## config.mk

```make
export PLATFORM = sky130hd
export DESIGN_NAME = fpu_op_sequencer
export DESIGN_NICKNAME = d
export VERILOG_FILES = /design/src/rtl/fpu_op_sequencer.sv
export SDC_FILE = /design/constraint.sdc
export NUM_CORES = 1
export LEC_CHECK = 0
export BUFFER_PORTS_ARGS = -buffer_cell sky130_fd_sc_hd__buf_4
export CAP_MARGIN = 20
export CELL_PAD_IN_SITES_DETAIL_PLACEMENT = 1
export CELL_PAD_IN_SITES_GLOBAL_PLACEMENT = 2
export CORE_MARGIN = 2
export CORE_UTILIZATION = 32
export CTS_BUF_LIST = sky130_fd_sc_hd__clkbuf_2
export DETAILED_ROUTE_END_ITERATION = 10
export PLACE_DENSITY_LB_ADDON = 0.1
export SYNTH_ARGS = -nofsm -noshare
export SYNTH_HDL_FRONTEND = slang
export SYNTH_SLANG_ARGS = --single-unit
```

## constraint.sdc

```tcl
create_clock -name clk -period 3.3 [get_ports clk]
set_clock_uncertainty 0.15 [all_clocks]
set_input_delay 0.99 -clock clk [delete_from_list [all_inputs] [get_ports clk]]
set_output_delay 0.99 -clock clk [all_outputs]
set_load 0.02 [all_outputs]
```

## src/rtl/fpu_op_sequencer.sv

```systemverilog
// Command front end for the fpu datapath: queues (A, B, opcode) commands in a small FIFO,
// issues one at a time, waits for the fpu to settle, then presents the sampled result.
module fpu_op_sequencer #(
    parameter int DEPTH   = 4,
    parameter int LATENCY = 2
) (
    input  logic        clk,
    input  logic        rst,
    input  logic        cmd_valid,
    output logic        cmd_ready,
    input  logic [31:0] cmd_a,
    input  logic [31:0] cmd_b,
    input  logic [1:0]  cmd_op,
    output logic [31:0] fpu_a,
    output logic [31:0] fpu_b,
    output logic [1:0]  fpu_opcode,
    input  logic [31:0] fpu_outp,
    output logic        res_valid,
    input  logic        res_ready,
    output logic [31:0] res_data,
    output logic [1:0]  res_op,
    output logic        busy
);

    localparam int AW = $clog2(DEPTH);
    localparam int CW = $clog2(LATENCY + 1);
    localparam logic [AW:0]   PTR_ONE = 1;
    localparam logic [CW-1:0] CNT_ONE = 1;
    localparam logic [CW-1:0] CNT_LAT = CW'(LATENCY);

    localparam logic [1:0] S_IDLE = 2'd0;
    localparam logic [1:0] S_WAIT = 2'd1;
    localparam logic [1:0] S_HOLD = 2'd2;

    logic [65:0]   mem_q [DEPTH];
    logic [AW:0]   wptr_q, rptr_q;
    logic [1:0]    state_q, state_d;
    logic [CW-1:0] cnt_q, cnt_d;
    logic [31:0]   fpu_a_q, fpu_a_d, fpu_b_q, fpu_b_d;
    logic [1:0]    fpu_op_q, fpu_op_d;
    logic          res_valid_q, res_valid_d;
    logic [31:0]   res_data_q, res_data_d;
    logic [1:0]    res_op_q, res_op_d;

    logic        full, empty, push, pop;
    logic [65:0] head;

    // Extra pointer MSB distinguishes full from empty when the low bits match.
    assign full  = (wptr_q[AW] != rptr_q[AW]) && (wptr_q[AW-1:0] == rptr_q[AW-1:0]);
    assign empty = (wptr_q == rptr_q);
    assign push  = cmd_valid && !full;
    assign head  = mem_q[rptr_q[AW-1:0]];

    always_comb begin
        state_d     = state_q;
        cnt_d       = cnt_q;
        fpu_a_d     = fpu_a_q;
        fpu_b_d     = fpu_b_q;
        fpu_op_d    = fpu_op_q;
        res_valid_d = res_valid_q;
        res_data_d  = res_data_q;
        res_op_d    = res_op_q;
        pop         = 1'b0;
        case (state_q)
            S_IDLE: begin
                if (!empty) begin
                    pop      = 1'b1;
                    fpu_a_d  = head[65:34];
                    fpu_b_d  = head[33:2];
                    fpu_op_d = head[1:0];
                    cnt_d    = CNT_LAT;
                    state_d  = S_WAIT;
                end
            end
            S_WAIT: begin
                cnt_d = cnt_q - CNT_ONE;
                // Last settling cycle: fpu_outp is valid at this edge.
                if (cnt_q == CNT_ONE) begin
                    res_data_d  = fpu_outp;
                    res_op_d    = fpu_op_q;
                    res_valid_d = 1'b1;
                    state_d     = S_HOLD;
                end
            end
            S_HOLD: begin
                if (res_ready) begin
                    res_valid_d = 1'b0;
                    state_d     = S_IDLE;
                end
            end
            default: state_d = S_IDLE;
        endcase
    end

    always_ff @(posedge clk) begin
        if (rst) begin
            state_q     <= S_IDLE;
            cnt_q       <= '0;
            wptr_q      <= '0;
            rptr_q      <= '0;
            fpu_a_q     <= '0;
            fpu_b_q     <= '0;
            fpu_op_q    <= '0;
            res_valid_q <= 1'b0;
            res_data_q  <= '0;
            res_op_q    <= '0;
        end else begin
            state_q     <= state_d;
            cnt_q       <= cnt_d;
            fpu_a_q     <= fpu_a_d;
            fpu_b_q     <= fpu_b_d;
            fpu_op_q    <= fpu_op_d;
            res_valid_q <= res_valid_d;
            res_data_q  <= res_data_d;
            res_op_q    <= res_op_d;
            if (push) wptr_q <= wptr_q + PTR_ONE;
            if (pop)  rptr_q <= rptr_q + PTR_ONE;
        end
    end

    // Storage needs no reset: resetting the pointers discards the contents.
    always_ff @(posedge clk) begin
        if (push) mem_q[wptr_q[AW-1:0]] <= {cmd_a, cmd_b, cmd_op};
    end

    assign cmd_ready  = !full;
    assign fpu_a      = fpu_a_q;
    assign fpu_b      = fpu_b_q;
    assign fpu_opcode = fpu_op_q;
    assign res_valid  = res_valid_q;
    assign res_data   = res_data_q;
    assign res_op     = res_op_q;
    assign busy       = (state_q != S_IDLE) || !empty;

endmodule

```

Word level (Yosys, flattened, before mapping)
Memory sizes are Yosys's and may differ from the RTL's. A register that Yosys moved wholly into a read port is not among the register bits. Cells that the tools add are included.

Memory bits (writable): 264. Output and inout bits: 103. Memories kept: 1. Bits of input ports: 102. Flip-flop bits (word level): 45. Word-level logic and storage cells: 48.

Reduce and logical (&&, ||, !) cells: 14. $add $sub $neg: 3. Mux-type cells: 13. Equal/unequal tests: 9. Bitwise logic cells: 1.

Memory list: mem_q (words 4, bits a word 66, rd ports 1, clocked after Yosys merged registers in 1, wr ports 1, RTL line 35) `logic [65:0] mem_q [DEPTH];`.

Operator list (count): $mux W2 (4); $add A3 B1 Y3 const B (2); $mux W1 (6); $ne A2 B2 Y1 const B (3); $pmux W2 S3 (1); $reduce_and A2 Y1 (3); $reduce_and A3 Y1 (2); $reduce_bool A2 Y1 (3); $eq A2 B1 Y1 const B (2); $pmux W2 S2 (1); $eq A3 B3 Y1 (1); $eq A2 B2 Y1 (1); $eq A2 B2 Y1 const B (1); $logic_and A1 B1 Y1 (2); $logic_not A1 Y1 (2); $logic_not A2 Y1 (1); $pmux W1 S2 (1); $sub A2 B1 Y2 const B (1); $logic_or A1 B1 Y1 (1); $ne A1 B1 Y1 (1); $not A1 Y1 (1).

Depth between registers and ports, before layout
Gate-level depths: netlist (run 1).

Depth in word-level cells: 6. Gate-level depth with buffers: 7.

Least setup slack after synthesis (run 1)
OpenSTA, ideal clock, no wires.

Path kind: input-to-reg. From: input port cmd_valid. To: memory mem_q[0][0], enable pin. Setup slack: -72 ps. Path buffers: 0. Stages: 2. Arrival time: 2791 ps. Library setup time: 431 ps. Required time: 2719 ps. Cell sequence: o31a_1 > and2_1.

Word-level cells in the longest chain between the ends: 3.

RTL lines: start, declared (RTL line 9) `input logic cmd_valid,`; $logic_and A1 B1 Y1 (RTL line 51) `assign push = cmd_valid && !full;`; $mux W1 (RTL line 123) `if (push) mem_q[wptr_q[AW-1:0]] <= {cmd_a, cmd_b, cmd_op};`; $mux W1 (implied by the code) (RTL line 123); end, declared (RTL line 35).

No other way between the ends.

Final worst setup path (run 1)
From: register rptr_q[0]. To: output port cmd_ready.

Word-level cells in the longest chain between the ends: 3.

RTL lines: start, declared (RTL line 36) `logic [AW:0] wptr_q, rptr_q;`; start signal, assigned (RTL line 117) `if (pop) rptr_q <= rptr_q + PTR_ONE;`; $eq A2 B2 Y1 (RTL line 49) `assign full = (wptr_q[AW] != rptr_q[AW]) && (wptr_q[AW-1:0] == rptr_q[AW-1:0]);`; $logic_and A1 B1 Y1 (RTL line 49); $logic_not A1 Y1 (RTL line 126) `assign cmd_ready = !full;`; end, declared (RTL line 10) `output logic cmd_ready,`.

No other way between the ends.

==> results.yml, run 1 <==
worst_setup_path:
  cpMaxStageDelayCell: "or3_4"
  crit_buf_inv: 1
  cp_cell_sequence: "xor2_4 > or3_4 > buf_6"
  path_delay_family: "simple AND/OR/NAND/NOR gates"
  path_max_fanout: 4
  critPathRequiredTime_ns: 2.16
  max_stage_delay_ns: 0.40
  cp-end-kind: "output pin"
  path_class: "reg2out"
  cp_data_arrival_time_ns: 2.11
  cp-start-kind: "flop"
power:
  p_sw_uw: 4510
  seqPwrFrac: 0.454
  p_total_uw: 13500
  p_comb_frac: 0.316
  cellPowerDensity_nw_per_um2: 741
  p_leak_uw: 0.00700
  power.internal_uw: 9030
  sw_frac_of_total: 0.333
  p_clk_frac: 0.230
  peakVddDrop_mv: 0.382
sta:
  postLayoutSetupSlackWorst_ns: 0.0531
  hold_slack_ns: 0.214
  clock.fmax_mhz: 308
  worst_pin_slew_ns: 0.785
  period_minus_slack_ns: 3.25
  rsz0062_at_grt: "yes"
  post-route-period-util: 0.984
  setup_viol: 0
  maxSlewHeadroom: 0.477
  hold_viol: 0
  finalMaxSlewViolations: 0
detailed_routing:
  vias: 8467
  postRouteAntennaNets: 0
  drtIter0Drc: 298
  wirelength_mm: 33.8
  firstDrtPassIters: 6
  avgRoutedWirePerCell_um: 17.8
  viasPerCell: 4.46
  drc: 0
final_layout:
  syn2layout_area_growth_pct: 30.1
  nNetsFinal: 1347
  final_cell_count_no_fill: 1900
  nFillCells: 4534
  drive_above_1_share: 0.366
  final_util: 0.423
placement:
  dp_slack_ns: 0.682
  dpl.hpwl_mm: 19.5
  io_buffers: 204
  place_inst: 1614
  place_congestion: 0.680
global_route:
  top_usage_layer: "met2"
  grt_pass1_wl_mm: 51.8
  grt_util_met3: 0.0414
  grt_util_met2: 0.245
  grt_usage: 0.151
  grt_max_degree: 70
  grt_pass1_vias: 9096
  met1_usage: 0.190
  grt-ovfl-total: 0
  antenna_found_initial: 2
die:
  die_width_um: 213
  die_area_um2: 45600
  fp-row-count: 76
  core_um2: 43200
  initial_core_util: 0.325
  die_y_um: 213
  pin_count: 205
yosys:
  synth_area_leaders: "edfxtp_1, dfxtp_1, mux4_2"
  synth_top_area_cell: "edfxtp_1"
  synth_seq_area_share: 0.723
  synth.most_common_cell: "edfxtp_1"
  netlist_instances: 856
  yosysWarnings: 0
  avgSynthCellArea_um2: 16.4
  synth_edf_count: 264
  synthTopCellsByCount: "edfxtp_1, nand2_1, dfxtp_1"
  ys.flop_type: "edfxtp_1"
  synthArstFlopShare: 0
  syn_nets: 964
  yosysTopAreaCellShare: 0.565
  ys_types: 41
  syn-cell-area_um2: 14000
  synth-seq-cells: 375
run_status:
  status: "finished, final reports clean"
clocking:
  cts_tree: "built"
  clk_path_buf_depth: 3
  clk_pin_slew_ns: 0.10
  h-tree-depth: 3
  worstSkewPairLatency_ns: 1.00
  numCtsBuffers: 99
  root_buffer: "clkbuf_2"
  numClockSinks: 375
flow_run:
  maxCapViolCount: 0
hold_path:
  hold_path.class: "in2reg"
metrics by stage:
stage | area, um^2 | TNS, ns
2_1_floorplan | 14000 | 0
3_3_place_gp | 16300 | 0
3_5_place_dp | 16300 | 0
4_1_cts | 18200 | -0.226
5_1_grt | 18300 | -0.217
6_report | 18300 | 0
path summary, 6_finish.rpt:
| check | depth (start not counted) | to | slack (ns) | from |
|---|---|---|---|---|
| worst min-delay path | 3 | rptr_q[2]$_SDFFE_PP0P_ | 0.21 | rst |
| worst max-delay path | 3 | cmd_ready | 0.05 | rptr_q[0]$_SDFFE_PP0P_ |
| worst max register to register | 6 | rptr_q[2]$_SDFFE_PP0P_ | 0.70 | rptr_q[1]$_SDFFE_PP0P_ |
| worst min register to register | 2 | res_data[11]$_SDFFE_PP0P_ | 0.31 | res_data[11]$_SDFFE_PP0P_ |
registers in the layout, indices dropped and copies added (netlist names):
signal / flops
cnt_q: 2
fpu_a: 32
fpu_b: 32
fpu_opcode: 2
mem_q: 264
res_data: 32
res_op: 2
res_valid: 1
rptr_q: 3
state_q: 2
wptr_q: 3
layout make-up:
class / instances / area, um^2 / share of cell area
Sequential cell: 375 / 10200 / 0.557
Multi-Input combinational cell: 423 / 3590 / 0.197
Inverter: 7 / 28.8 / 0.00158
Antenna cell: 2 / 5.00 / 0.000274
Clock buffer: 160 / 801 / 0.0439
Timing Repair Buffer: 333 / 2880 / 0.158
Clock inverter: 15 / 57.6 / 0.00315
Tap cell: 585 / 732 / 0.0401
tightest hold or removal path: cells and delay by family:
family	cells	cell delay (ns)
buf+inv	2	0.19
compound gates	1	0.14
layout by cell type, fill, tap and decap left out, types with 4 or more instances in the layout:
cell type      instances
dlygate4sd3_1        100
inv_1                  6
clkinv_1              12
mux2i_1               68
nand2_1              207
and2_4                 4
edfxtp_1             264
clkbuf_2             160
buf_4                221
dfxtp_1              105
mux4_2                66
a21oi_1               37
buf_12                10
ha_1                   6
power by group through the flow:
stage / clock (uW) / combinational [uW] / sequential, uW
final: 3110 / 4280 / 6150
after global routing: 3540 / 4640 / 6240
after CTS: 3300 / 4370 / 6160
after detailed placement: 0 / 4200 / 6250
after global placement: 0 / 4180 / 6240
after floorplan: 0 / 2270 / 6700
per-layer routing:
metal / share of wire / routed length (um)
met5: 0 / 0
met4: 0.018 / 621
met3: 0.056 / 1890
met2: 0.48 / 16400
met1: 0.44 / 14900
logic make-up (layout without fill, tap and decap cells):
family,after synthesis,in the layout,synth area share
flops,375,375,0.723
buf+inv,58,515,0.0250
mux,136,136,0.156
xor+xnor,4,4,0.00410
other cells,0,2,0
compound gates,51,51,0.0224
simple gates,226,226,0.0641
fa+ha+maj,6,6,0.00535
timing repair:
| action | CTS | global route |
|---|---|---|
| pin swaps | 3 | 2 |
| hold buffers | 100 | 0 |
| buffers inserted | 5 | 4 |
| hold endpoints to repair | 299 | 0 |
| resized for setup | 11 | 1 |
| gates cloned | 0 | 0 |
| setup endpoints to repair | 2 | 2 |
(Power assumes the default switching activity.)
==> run 2: changes to the inputs <==
- CORE_UTILIZATION: 32 -> 30
- clock period: 3.3 -> 3.1 ns (I/O delays scaled with it)
==> results.yml, run 2 (same netlist as run 1, synthesis figures left out) <==
power:
  p_leak_uw: 0.00706
  cellPowerDensity_nw_per_um2: 782
  peakVddDrop_mv: 0.439
  p_total_uw: 14400
final_layout:
  final_util: 0.397
  final_cell_count_no_fill: 1935
  syn2layout_area_growth_pct: 31.2
  largest_register_ffs: 264
  ff_latch_area_um2: 10200
  drive_above_1_share: 0.357
  nNetsFinal: 1359
  finish.instance_area_um2: 18400
  final_cell_mix: "edfxtp_1, buf_4, nand2_1, clkbuf_2, dlygate4sd3_1"
  multiInputGateArea_um2: 3610
  nFillCells: 4822
  final_common_cell: "edfxtp_1"
clocking:
  numCtsBuffers: 103
  h-tree-depth: 3
  worstSkewPairLatency_ns: 1.02
  root_buffer: "clkbuf_2"
  cts_tree: "built"
  clk_pin_slew_ns: 0.10
  numClockSinks: 375
  clk_path_buf_depth: 3
die:
  core_um2: 46400
  pin_count: 205
  initial_core_util: 0.303
  fp-row-count: 79
  die_y_um: 220
  die_area_um2: 48500
  die_width_um: 220
sta:
  postLayoutSetupSlackWorst_ns: -0.0926
  worst_pin_slew_ns: 0.678
  post-route-period-util: 1.03
  hold_viol: 0
  finalMaxSlewViolations: 0
  setup_viol: 2
  rsz0062_at_grt: "yes"
  period_minus_slack_ns: 3.19
  maxSlewHeadroom: 0.548
  clock.fmax_mhz: 313
run_status:
  violations: "setup timing"
  status: "finished, violations left"
detailed_routing:
  drtIter0Drc: 277
  viasPerCell: 4.42
  avgRoutedWirePerCell_um: 17.7
  drc: 0
  wirelength_mm: 34.3
  vias: 8562
  firstDrtPassIters: 4
  postRouteAntennaNets: 0
global_route:
  grt-ovfl-total: 0
  grt_pass1_vias: 9358
  grt_usage: 0.144
  antenna_found_initial: 2
  grt_pass1_wl_mm: 52.5
  grt_max_degree: 70
worst_setup_path:
  cp_data_arrival_time_ns: 2.11
  cp_cell_sequence: "xor2_4 > or3_4 > buf_6"
  cpMaxStageDelayCell: "or3_4"
  path_max_fanout: 5
  timing.rr.start: "rptr_q[1]$_SDFFE_PP0P_"
  critPathRequiredTime_ns: 2.02
  r2r_slack_ns: 0.74
  reg2reg_to: "fpu_b[16]$_SDFFE_PP0P_"
  max_stage_delay_ns: 0.39
  path_class: "reg2out"
  cp-start-kind: "flop"
  cp-end-kind: "output pin"
  r2r_cells: 5
hold_path:
  holdPathEnd: "wptr_q[0]$_SDFFE_PP0N_"
  hold_path.class: "in2reg"
  hold_depth: 3
  holdCritStartpoint: "rst"
placement:
  dpl.hpwl_mm: 19.1
  place_congestion: 0.672
  place_inst: 1634
  io_buffers: 204
  place_area_um2: 16300
flow_run:
  maxCapViolCount: 0
==> run 2: changes by cell type in the layout (fill, tap and decap cells not counted) <==
cell	delta
buf_6	-1
xnor2_4	+1
clkinv_2	+3
dlygate4sd3_1	+13
clkinv_1	+8
dfxtp_2	-2
clkbuf_2	-4
dfxtp_4	+2
xnor2_1	-1
buf_4	-4
inv_2	-2
==> run 2: timing repair <==
| action | in CTS | in global routing |
|---|---|---|
| gates resized for setup | 12 | 3 |
| buffers inserted | 6 | 0 |
| pin swaps | 2 | 1 |
| hold endpoints to repair | 299 | 0 |
| endpoints found under the setup margin | 2 | 2 |
| hold buffers | 113 | 0 |
==> run 2: report_power, final <==
group	switching (uW)	internal, uW	leakage, uW
clock	2050	1320	0.000695
combinational	2380	2090	0.00303
sequential	424	6140	0.00333
==> run 2: worst max path at each step <==
stage                        endpoint                    from  cells after the start  slack [ns]
5_1_grt                          busy  rptr_q[0]$_SDFFE_PP0P_                      4       -0.27
6_report                    cmd_ready  wptr_q[1]$_SDFFE_PP0N_                      3       -0.09
4_1_cts                     cmd_ready  wptr_q[1]$_SDFFE_PP0N_                      3       -0.28
2_1_floorplan   mem_q[0][0]$_DFFE_PP_               cmd_valid                      2        0.51
3_5_place_dp   fpu_b[30]$_SDFFE_PP0P_                     rst                      5        0.60
3_3_place_gp   mem_q[3][32]$_DFFE_PP_               cmd_valid                      4        0.68
==> run 2: per-layer routing <==
layer  up-vias  GRT usage  share of wire
met2       231      0.241           0.49
li1       4035          -              -
met4         0     0.0642          0.023
met5         -          0              0
met1      4239      0.173           0.42
met3        57     0.0390          0.063
==> run 2: area by class of cell <==
| cell class | instances | share of cell area |
|---|---|---|
| Timing Repair Buffer | 341 | 0.161 |
| Tap cell | 607 | 0.0412 |
| Clock buffer | 156 | 0.0424 |
| Multi-Input combinational cell | 423 | 0.196 |
| Inverter | 7 | 0.00156 |
| Clock inverter | 24 | 0.00516 |
| Antenna cell | 2 | 0.000272 |
| Sequential cell | 375 | 0.552 |
==> run 2: metrics by stage <==
step / setup WS (ns) / TNS, ns / hold WS [ns]
after floorplan: 0.508 / 0 / 0.294
after global placement: 0.679 / 0 / 0.294
after detailed placement: 0.596 / 0 / 0.299
after CTS: -0.283 / -0.550 / 0.0235
after global routing: -0.274 / -0.542 / 0.0908
final: -0.0926 / -0.173 / 0.212
==> run 2: critical path: cells and delay by family (launching register included) <==
family	cells	cell delay [ns]
buffers and inverters	1	0.14
and+or+nand+nor	1	0.39
DFF	1	0.37
xor gates and xnor gates	1	0.20
==> run 3: changes to the inputs <==
- CELL_PAD_IN_SITES_DETAIL_PLACEMENT: 1 -> default
- CELL_PAD_IN_SITES_GLOBAL_PLACEMENT: 2 -> default
==> results.yml, run 3 (same netlist as run 1, synthesis figures left out) <==
run_status:
  status: "finished, violations left"
  violations: "setup timing"
worst_setup_path:
  cp-start-kind: "flop"
  max_stage_delay_ns: 0.40
  cp_cell_sequence: "xnor2_2 > or3_4 > buf_6"
  path_class: "reg2out"
  crit_buf_inv: 1
  cp_data_arrival_time_ns: 2.12
  path_delay_family: "simple AND/OR/NAND/NOR gates"
  critPathRequiredTime_ns: 2.02
  reg2reg_to: "fpu_a[27]$_SDFFE_PP0P_"
  cp-end-kind: "output pin"
  r2r_cells: 7
  timing.rr.start: "wptr_q[1]$_SDFFE_PP0N_"
  cpMaxStageDelayCell: "or3_4"
  path_max_fanout: 3
  r2r_slack_ns: 0.79
final_layout:
  final_cell_mix: "edfxtp_1, buf_4, nand2_1, clkbuf_2, dfxtp_1"
  largest_register_ffs: 264
  finish.instance_area_um2: 18400
  final_common_cell: "edfxtp_1"
  drive_above_1_share: 0.357
  nNetsFinal: 1345
  nFillCells: 4391
  syn2layout_area_growth_pct: 31.0
detailed_routing:
  drc: 0
  firstDrtPassIters: 6
  avgRoutedWirePerCell_um: 16.7
  drtIter0Drc: 314
  viasPerCell: 4.36
  postRouteAntennaNets: 0
  vias: 8412
  wirelength_mm: 32.3
placement:
  io_buffers: 204
  place_area_um2: 16300
  place_congestion: 0.715
  dp_slack_ns: 0.602
  dpl.hpwl_mm: 17.6
sta:
  maxSlewHeadroom: 0.582
  finalMaxSlewViolations: 0
  fin_tns_setup_ns: -0.142
  post-route-period-util: 1.03
  period_minus_slack_ns: 3.20
  worst_pin_slew_ns: 0.628
  clock.fmax_mhz: 313
  rsz0062_at_grt: "yes"
  postLayoutSetupSlackWorst_ns: -0.0990
  hold_viol: 0
  setup_viol: 2
global_route:
  grt_usage: 0.135
  grt_max_degree: 70
  grt_pass1_wl_mm: 49.4
  grt-ovfl-total: 0
  grt_pass1_vias: 8739
  antenna_found_initial: 1
die:
  die_y_um: 220
  core_um2: 46400
  pin_count: 205
  die_width_um: 220
  fp-row-count: 79
  die_area_um2: 48500
  initial_core_util: 0.303
clocking:
  root_buffer: "clkbuf_2"
  numCtsBuffers: 99
  clk_path_buf_depth: 3
  numClockSinks: 375
  cts_tree: "built"
  clk_pin_slew_ns: 0.11
  h-tree-depth: 3
  worstSkewPairLatency_ns: 1.06
power:
  peakVddDrop_mv: 0.395
  p_total_uw: 14500
  p_leak_uw: 0.00701
  cellPowerDensity_nw_per_um2: 788
hold_path:
  hold_path.class: "reg2reg"
  hold_depth: 2
  holdPathEnd: "fpu_b[0]$_SDFFE_PP0P_"
  holdCritStartpoint: "fpu_b[0]$_SDFFE_PP0P_"
flow_run:
  maxCapViolCount: 0
==> run 3: cell types whose count changed in the layout (fill, tap and decap cells not counted), moves of 2 or more <==
cell / previous run / this run
dlygate4sd3_1: 113 / 101
clkbuf_2: 156 / 143
clkinv_2: 4 / 7
clkinv_4: 0 / 2
bufinv_16: 0 / 2
inv_2: 0 / 2
clkinv_1: 20 / 29
==> run 3: repair_timing <==
action,CTS,global route
buffers inserted,6,3
hold buffers,101,0
endpoints found under the setup margin,2,2
endpoints found under the hold margin,305,0
resized for setup,11,5
pin swaps,3,3
cloned,0,0
==> run 3: report_power, final <==
group	total [uW]	internal, uW	switching, uW
Sequential	6520	6140	380
Clock	3490	1430	2050
Combinational	4480	2100	2380
Total	14500	9670	4810
==> run 3: worst max path at each step <==
stage	end	depth (start not counted)	start	slack [ns]
floorplan	mem_q[0][0]$_DFFE_PP_	2	cmd_valid	0.51
global placement	mem_q[3][36]$_DFFE_PP_	4	cmd_valid	0.59
detailed placement	mem_q[3][36]$_DFFE_PP_	4	cmd_valid	0.60
CTS	cmd_ready	3	wptr_q[1]$_SDFFE_PP0N_	-0.35
global route	cmd_ready	3	rptr_q[2]$_SDFFE_PP0P_	-0.29
finish	cmd_ready	3	rptr_q[2]$_SDFFE_PP0P_	-0.1
==> run 3: cell type report <==
class                           count  area (um^2)  share of cell area
Antenna cell                        1         2.50            0.000136
Clock buffer                      143          716              0.0389
Clock inverter                     43          236              0.0129
Inverter                            7         28.8             0.00157
Multi-Input combinational cell    423         3600               0.196
Sequential cell                   375        10200               0.553
Tap cell                          607          759              0.0413
Timing Repair Buffer              331         2870               0.156
==> run 3: metal layers <==
layer  vias to the layer above  wire length [um]  GRT usage
met5                         -                 0          0
met4                         0               801     0.0658
met3                        61              1830     0.0381
met2                       219             15900      0.223
met1                      4105             13700      0.163
li1                       4027                 -          -
==> run 3: tightest hold or removal path, cell delays in order, from the launching register on <==
cell and delay (ns):
dfxtp_1 0.31, nand2_1 0.05, mux2i_1 0.05
==> run 3: through the flow <==
stage | hold WS, ns | utilization | std cells
floorplan | 0.294 | - | 856
global placement | 0.294 | 0.351 | 1633
finish | 0.311 | 0.397 | 1930
CTS | 0.266 | 0.395 | 1926
global route | 0.335 | 0.397 | 1930
detailed placement | 0.299 | 0.351 | 1633
